$ cat src/rtl/bcd_pkg.sv
// Shared constants and FSM state type for the shared binary-to-BCD converter.
package bcd_pkg;

  localparam int BIN_W_DEF   = 14;
  localparam int BCD_W_DEF   = 16;
  localparam int BCD_MAX_DEC = 9999;

  localparam logic [15:0] BCD_SAT_CODE = 16'h9999;

  typedef enum logic [1:0] {
    IDLE,
    SHIFT,
    DONE
  } state_t;

endpackage

$ cat src/rtl/bcd_dabble_step.sv
// One double-dabble iteration: add 3 to every BCD digit >= 5, then shift {acc,op} left by one.
module bcd_dabble_step #(
  parameter int BIN_W = 14,
  parameter int BCD_W = 16
) (
  input  logic [BCD_W-1:0] acc,
  input  logic [BIN_W-1:0] op,
  output logic [BCD_W-1:0] acc_next,
  output logic [BIN_W-1:0] op_next
);

  logic [BCD_W-1:0]       adj;
  logic [BCD_W+BIN_W-1:0] shifted;

  // All digits are judged on their pre-adjust value; the top bit of acc falls off the shift.
  always_comb begin
    adj = acc;
    for (int d = 0; d < BCD_W / 4; d++) begin
      if (acc[4*d +: 4] >= 4'd5) begin
        adj[4*d +: 4] = acc[4*d +: 4] + 4'd3;
      end
    end
    shifted  = {adj, op} << 1;
    acc_next = shifted[BCD_W+BIN_W-1:BIN_W];
    op_next  = shifted[BIN_W-1:0];
  end

endmodule

$ cat src/rtl/bcd_conv_sched.sv
// Round-robin scheduler sharing one serial double-dabble converter between N_REQ requesters.
// Optional saturation of operands above 9999 is enabled by defining BCD_SAT_EN.
module bcd_conv_sched
  import bcd_pkg::*;
#(
  parameter int N_REQ = 2,
  parameter int BIN_W = BIN_W_DEF,
  parameter int BCD_W = BCD_W_DEF,
  localparam int ID_W  = (N_REQ > 1) ? $clog2(N_REQ) : 1,
  localparam int CNT_W = (BIN_W > 1) ? $clog2(BIN_W) : 1
) (
  input  logic                   clk,
  input  logic                   rst,
  input  logic [N_REQ-1:0]       req,
  input  logic [N_REQ*BIN_W-1:0] bin_in,
  output logic [N_REQ-1:0]       gnt,
  output logic                   busy,
  output logic [BCD_W-1:0]       bcd_out,
  output logic                   out_valid,
  output logic [ID_W-1:0]        out_id,
  output logic                   ovf
);

  state_t           state;
  logic [ID_W-1:0]  rr_ptr;
  logic [ID_W-1:0]  gnt_idx;
  logic [ID_W-1:0]  rr_next;
  logic [ID_W-1:0]  cur_id;
  logic             found;
  logic             grant;
  logic [BIN_W-1:0] op_sel;
  logic [BIN_W-1:0] op;
  logic [BIN_W-1:0] op_next;
  logic [BCD_W-1:0] acc;
  logic [BCD_W-1:0] acc_next;
  logic [CNT_W-1:0] cnt;

  // First active requester at or after the round-robin pointer, wrapping around.
  always_comb begin
    found   = 1'b0;
    gnt_idx = '0;
    op_sel  = '0;
    for (int i = 0; i < N_REQ; i++) begin
      for (int k = 0; k < N_REQ; k++) begin
        if (!found && req[k] && (k == (int'(rr_ptr) + i) % N_REQ)) begin
          found   = 1'b1;
          gnt_idx = ID_W'(k);
        end
      end
    end
    for (int k = 0; k < N_REQ; k++) begin
      if (gnt_idx == ID_W'(k)) begin
        op_sel = bin_in[k*BIN_W +: BIN_W];
      end
    end
  end

  assign grant   = (state == IDLE) && found && !rst;
  assign rr_next = (gnt_idx == ID_W'(N_REQ - 1)) ? '0 : gnt_idx + ID_W'(1);
  assign busy    = (state != IDLE);

  always_comb begin
    gnt = '0;
    for (int k = 0; k < N_REQ; k++) begin
      gnt[k] = grant && (gnt_idx == ID_W'(k));
    end
  end

  bcd_dabble_step #(
    .BIN_W(BIN_W),
    .BCD_W(BCD_W)
  ) u_step (
    .acc     (acc),
    .op      (op),
    .acc_next(acc_next),
    .op_next (op_next)
  );

`ifdef BCD_SAT_EN
  logic sat_pend;
  logic ovf_q;
  assign ovf = ovf_q;
`else
  assign ovf = 1'b0;
`endif

  // Results are registered on the last shift so they appear during the DONE cycle.
  always_ff @(posedge clk) begin
    if (rst) begin
      state     <= IDLE;
      rr_ptr    <= '0;
      cur_id    <= '0;
      op        <= '0;
      acc       <= '0;
      cnt       <= '0;
      bcd_out   <= '0;
      out_id    <= '0;
      out_valid <= 1'b0;
`ifdef BCD_SAT_EN
      sat_pend  <= 1'b0;
      ovf_q     <= 1'b0;
`endif
    end else begin
      out_valid <= 1'b0;
      case (state)
        IDLE: begin
          if (grant) begin
            op     <= op_sel;
            acc    <= '0;
            cnt    <= CNT_W'(BIN_W - 1);
            cur_id <= gnt_idx;
            rr_ptr <= rr_next;
            state  <= SHIFT;
`ifdef BCD_SAT_EN
            sat_pend <= (int'(op_sel) > BCD_MAX_DEC);
`endif
          end
        end
        SHIFT: begin
          acc <= acc_next;
          op  <= op_next;
          if (cnt == '0) begin
            state     <= DONE;
            out_valid <= 1'b1;
            out_id    <= cur_id;
`ifdef BCD_SAT_EN
            bcd_out   <= sat_pend ? BCD_W'(BCD_SAT_CODE) : acc_next;
            ovf_q     <= sat_pend;
`else
            bcd_out   <= acc_next;
`endif
          end else begin
            cnt <= cnt - CNT_W'(1);
          end
        end
        DONE: begin
          state <= IDLE;
        end
        default: begin
          state <= IDLE;
        end
      endcase
    end
  end

endmodule

$ cat config.mk
export PLATFORM = sky130hd
export DESIGN_NAME = bcd_conv_sched
export DESIGN_NICKNAME = d
export VERILOG_FILES = /design/src/rtl/bcd_pkg.sv /design/src/rtl/bcd_dabble_step.sv /design/src/rtl/bcd_conv_sched.sv
export SDC_FILE = /design/constraint.sdc
export NUM_CORES = 1
export LEC_CHECK = 0
export ABC_AREA = 1
export BUFFER_PORTS_ARGS = -buffer_cell sky130_fd_sc_hd__buf_2
export CORE_MARGIN = 4
export CORE_UTILIZATION = 40
export DETAILED_ROUTE_END_ITERATION = 8
export GPL_ROUTABILITY_DRIVEN = 0
export GPL_TIMING_DRIVEN = 0
export PLACE_DENSITY = 0.6
export SLEW_MARGIN = 20
export SYNTH_ARGS = -nofsm -noshare
export SYNTH_HDL_FRONTEND = slang
export SYNTH_SLANG_ARGS = --single-unit
export TNS_END_PERCENT = 30
$ cat constraint.sdc
create_clock -name clk -period 1.4 [get_ports clk]
set_input_delay 0.07 -clock clk [delete_from_list [all_inputs] [get_ports clk]]
set_output_delay 0.07 -clock clk [all_outputs]
set_load 0.01 [all_outputs]
==> results.json <==
{
  "status": "finished clean",
  "clkTransAtPathRegs_ns": 0.10,
  "nets": 521,
  "die-area_um2": 8680,
  "async_reset_ff_share_pct": 0,
  "rows": 30,
  "seqPwrFrac_pct": 49.0,
  "ctsRootBufferMaster": "clkbuf_8",
  "synthFlopType": "dfxtp_1",
  "p_sw_share_pct": 29.0,
  "antenna_cells": 0,
  "layout-drive-gt1-share_pct": 28.9,
  "synthMostInstantiatedCell": "nand2_1",
  "r2r-start": "state[1]$_SDFFE_PP0P_",
  "crit_buf_inv": 2,
  "via_per_inst": 4.86,
  "netlist_instances": 412,
  "cp-end-kind": "output port",
  "place_area_um2": 3280,
  "numPortBuffers": 52,
  "core_region_area_um2": 6910,
  "min_to": "op[5]$_SDFFE_PP0P_",
  "min_from": "bin_in[19]",
  "maxSlewViolCount": 0,
  "synth_area_um2": 2900,
  "drc": 0,
  "path_class": "reg2out",
  "fin_cells": 577,
  "synth_top_cell_by_area": "dfxtp_1",
  "rsz0062_at_grt": "true",
  "design_area_um2": 3570,
  "holdPathStages": 3,
  "worstSetupStartpointType": "flop",
  "r2r_slack_ns": 0.06,
  "fin_worst_skew_ns": 0.00763,
  "pre_cts_ws_ns": -0.0630,
  "synth_edf_count": 0,
  "initial_core_util_pct": 42.0,
  "powerDensity_nw_per_um2": 989,
  "holdWs_ns": 0.0799,
  "grt_pass1_wl_mm": 12.1,
  "regToRegEndpoint": "acc[10]$_SDFFE_PP0P_",
  "ios": 54,
  "synth_cell_types": 31,
  "slowest_delay_ns": 0.39,
  "r2r_cells": 8,
  "critPathTopFamily": "flip-flops",
  "drt-initial-drc-count": 152,
  "cpMaxStageDelayCell": "dfxtp_4",
  "leakage_nw": 1.68,
  "min_path_type": "in2reg",
  "tightestPinTransition_ns": 0.757,
  "antenna_left": 0,
  "vias": 2804,
  "synth_fp_nets": 453,
  "ys_top_cells_by_count": "nand2_1, dfxtp_1, nand3_1",
  "p_comb_share_pct": 20.8,
  "post-route-period-util_pct": 97.2,
  "worst_ep_arrival_time_ns": 1.29,
  "ir_drop_mv": 0.421,
  "ys_warn_count": 0,
  "critPathRequiredTime_ns": 1.33,
  "die_x_um": 93.2,
  "clock-sinks": 56,
  "max_slew_margin_pct": 49.5,
  "path_max_fanout": 8,
  "clock_latency_ns": 0.31,
  "dpl.hpwl_mm": 5.29,
  "wl_per_cell_um": 12.6,
  "ys_top_cells_by_area": "dfxtp_1, nand2_1, nand3_1, inv_1, a21oi_1",
  "cts_tree": "built",
  "max_freq_mhz": 735,
  "antenna_found_initial": 0,
  "grt_max_degree": 17,
  "layout_setup_ws_ns": 0.0395,
  "layout_min_cycle_time_ns": 1.36,
  "finalSetupViolations": 0,
  "yosys.area.top_type_share_pct": 38.6,
  "syn_to_final_growth_pct": 22.9,
  "p_int_mw": 2.50,
  "chipHeight_um": 93.2,
  "first_pass_iters": 4,
  "max-cap-violations": 0,
  "htree_levels": 2,
  "overflow": 0,
  "net-switching-power_mw": 1.02,
  "cts.path.max_buffers": 2,
  "dpl.cell_count": 560,
  "cts_hold_buf": 0,
  "postSynthAreaPerCell_um2": 7.05,
  "wl_mm": 7.28,
  "ys_ff_latch": 56,
  "yosysSeqAreaShare_pct": 38.6,
  "grt_use_total_pct": 17.3,
  "fin_util_pct": 51.7,
  "clockPowerShare_pct": 30.2,
  "grt_pass1_vias": 2640,
  "cts_made_buffers": 5,
  "cp_cell_sequence": "nor2_4 -> nand3_4 -> buf_8 -> nor2_2 -> buf_2",
  "hold_viol_final": 0
}
==> cell usage in the layout (no fill, tap or decap), types with 3 or more instances in the layout <==
cell type  count
dfxtp_2        3
nand2_2       14
nor2_1        24
buf_4         12
dfxtp_4        3
o21ai_0        9
clkbuf_8       5
nand3_2        3
nand2_1       97
dfxtp_1       50
a21oi_1       24
nor2_2         3
o21ai_1       15
nand3_1       50
inv_1         38
nand4_1        8
clkbuf_1       4
ha_1           8
buf_2         57
nand2_4        3
inv_2         10
o211ai_1       7
a21oi_2       11
==> layout make-up <==
class                           count  area, um2
Sequential cell                    56       1140
Timing Repair Buffer               61        332
Buffer                             17        131
Clock inverter                      2       35.0
Clock buffer                        6       72.6
Inverter                           50        195
Tap cell                           96        120
Fill cell                         745       3340
Multi-Input combinational cell    289       1550
==> cell families (layout without fill, tap and decap cells) <==
logic type / Yosys count / after routing / share of synthesized area (%)
and+or+nand+nor: 209 / 209 / 32.8
AOI/OAI and AO/OA: 69 / 69 / 13.7
buffers and inverters: 67 / 136 / 10.5
DFF: 56 / 56 / 38.6
adders and majority gates: 9 / 9 / 3.88
other: 1 / 1 / 0.129
xor gates and xnor gates: 1 / 1 / 0.302
==> worst register-to-register path, stage by stage, from the launching register on <==
cell	delay, ns
dfxtp_4	0.39
nor2_4	0.15
nand3_4	0.10
buf_6	0.16
nand2_4	0.09
inv_6	0.06
buf_12	0.15
nand2_2	0.06
a21oi_2	0.05
==> power by group through the flow <==
stage               Sequential (mW)  Clock, mW  Combinational (mW)
global placement               1.76          0               0.653
CTS                            1.73       1.09               0.691
detailed placement             1.77          0               0.658
global route                   1.74       1.16               0.822
finish                         1.73       1.07               0.733
floorplan                      1.77          0               0.451
==> flip-flops by register name (all words and copies together) (netlist names) <==
name,cells
acc,16
bcd_out,16
op,14
cnt,4
state,2
cur_id,1
out_id,1
out_valid,1
rr_ptr,1
==> routing by layer <==
metal  vias to the layer above  global-route usage, %  part of all wire (%)
met5                         -                      0                     0
met4                         0                   4.27                  0.84
met3                         7                   2.90                   4.7
met2                        61                   29.2                    45
met1                      1257                   23.0                    49
li1                       1479                      -                     -
==> worst max path at each step <==
| stage | endpoint | start | depth (start not counted) |
|---|---|---|---|
| 2_1_floorplan | bcd_out[12]$_SDFFE_PP0P_ | cnt[0]$_SDFFE_PP0P_ | 8 |
| 3_3_place_gp | op[2]$_SDFFE_PP0P_ | rr_ptr$_SDFFE_PP0P_ | 7 |
| 5_1_grt | gnt[1] | state[1]$_SDFFE_PP0P_ | 5 |
| 6_report | gnt[1] | state[1]$_SDFFE_PP0P_ | 5 |
| 3_5_place_dp | op[2]$_SDFFE_PP0P_ | rr_ptr$_SDFFE_PP0P_ | 7 |
| 4_1_cts | bcd_out[12]$_SDFFE_PP0P_ | cnt[1]$_SDFFE_PP0P_ | 8 |
==> timing repair <==
action / in CTS / in global routing
setup endpoints to repair: 21 / 37
resized for setup: 15 / 30
buffers inserted: 2 / 7
pin swaps: 3 / 8
==> metrics by stage <==
step           setup TNS [ns]  power [mW]
4_1_cts                     0        3.51
2_1_floorplan               0        2.22
3_5_place_dp          -0.0714        2.42
6_report                    0        3.53
5_1_grt                -0.208        3.72
3_3_place_gp          -0.0403        2.42
Power figures use the tool's default switching activity.
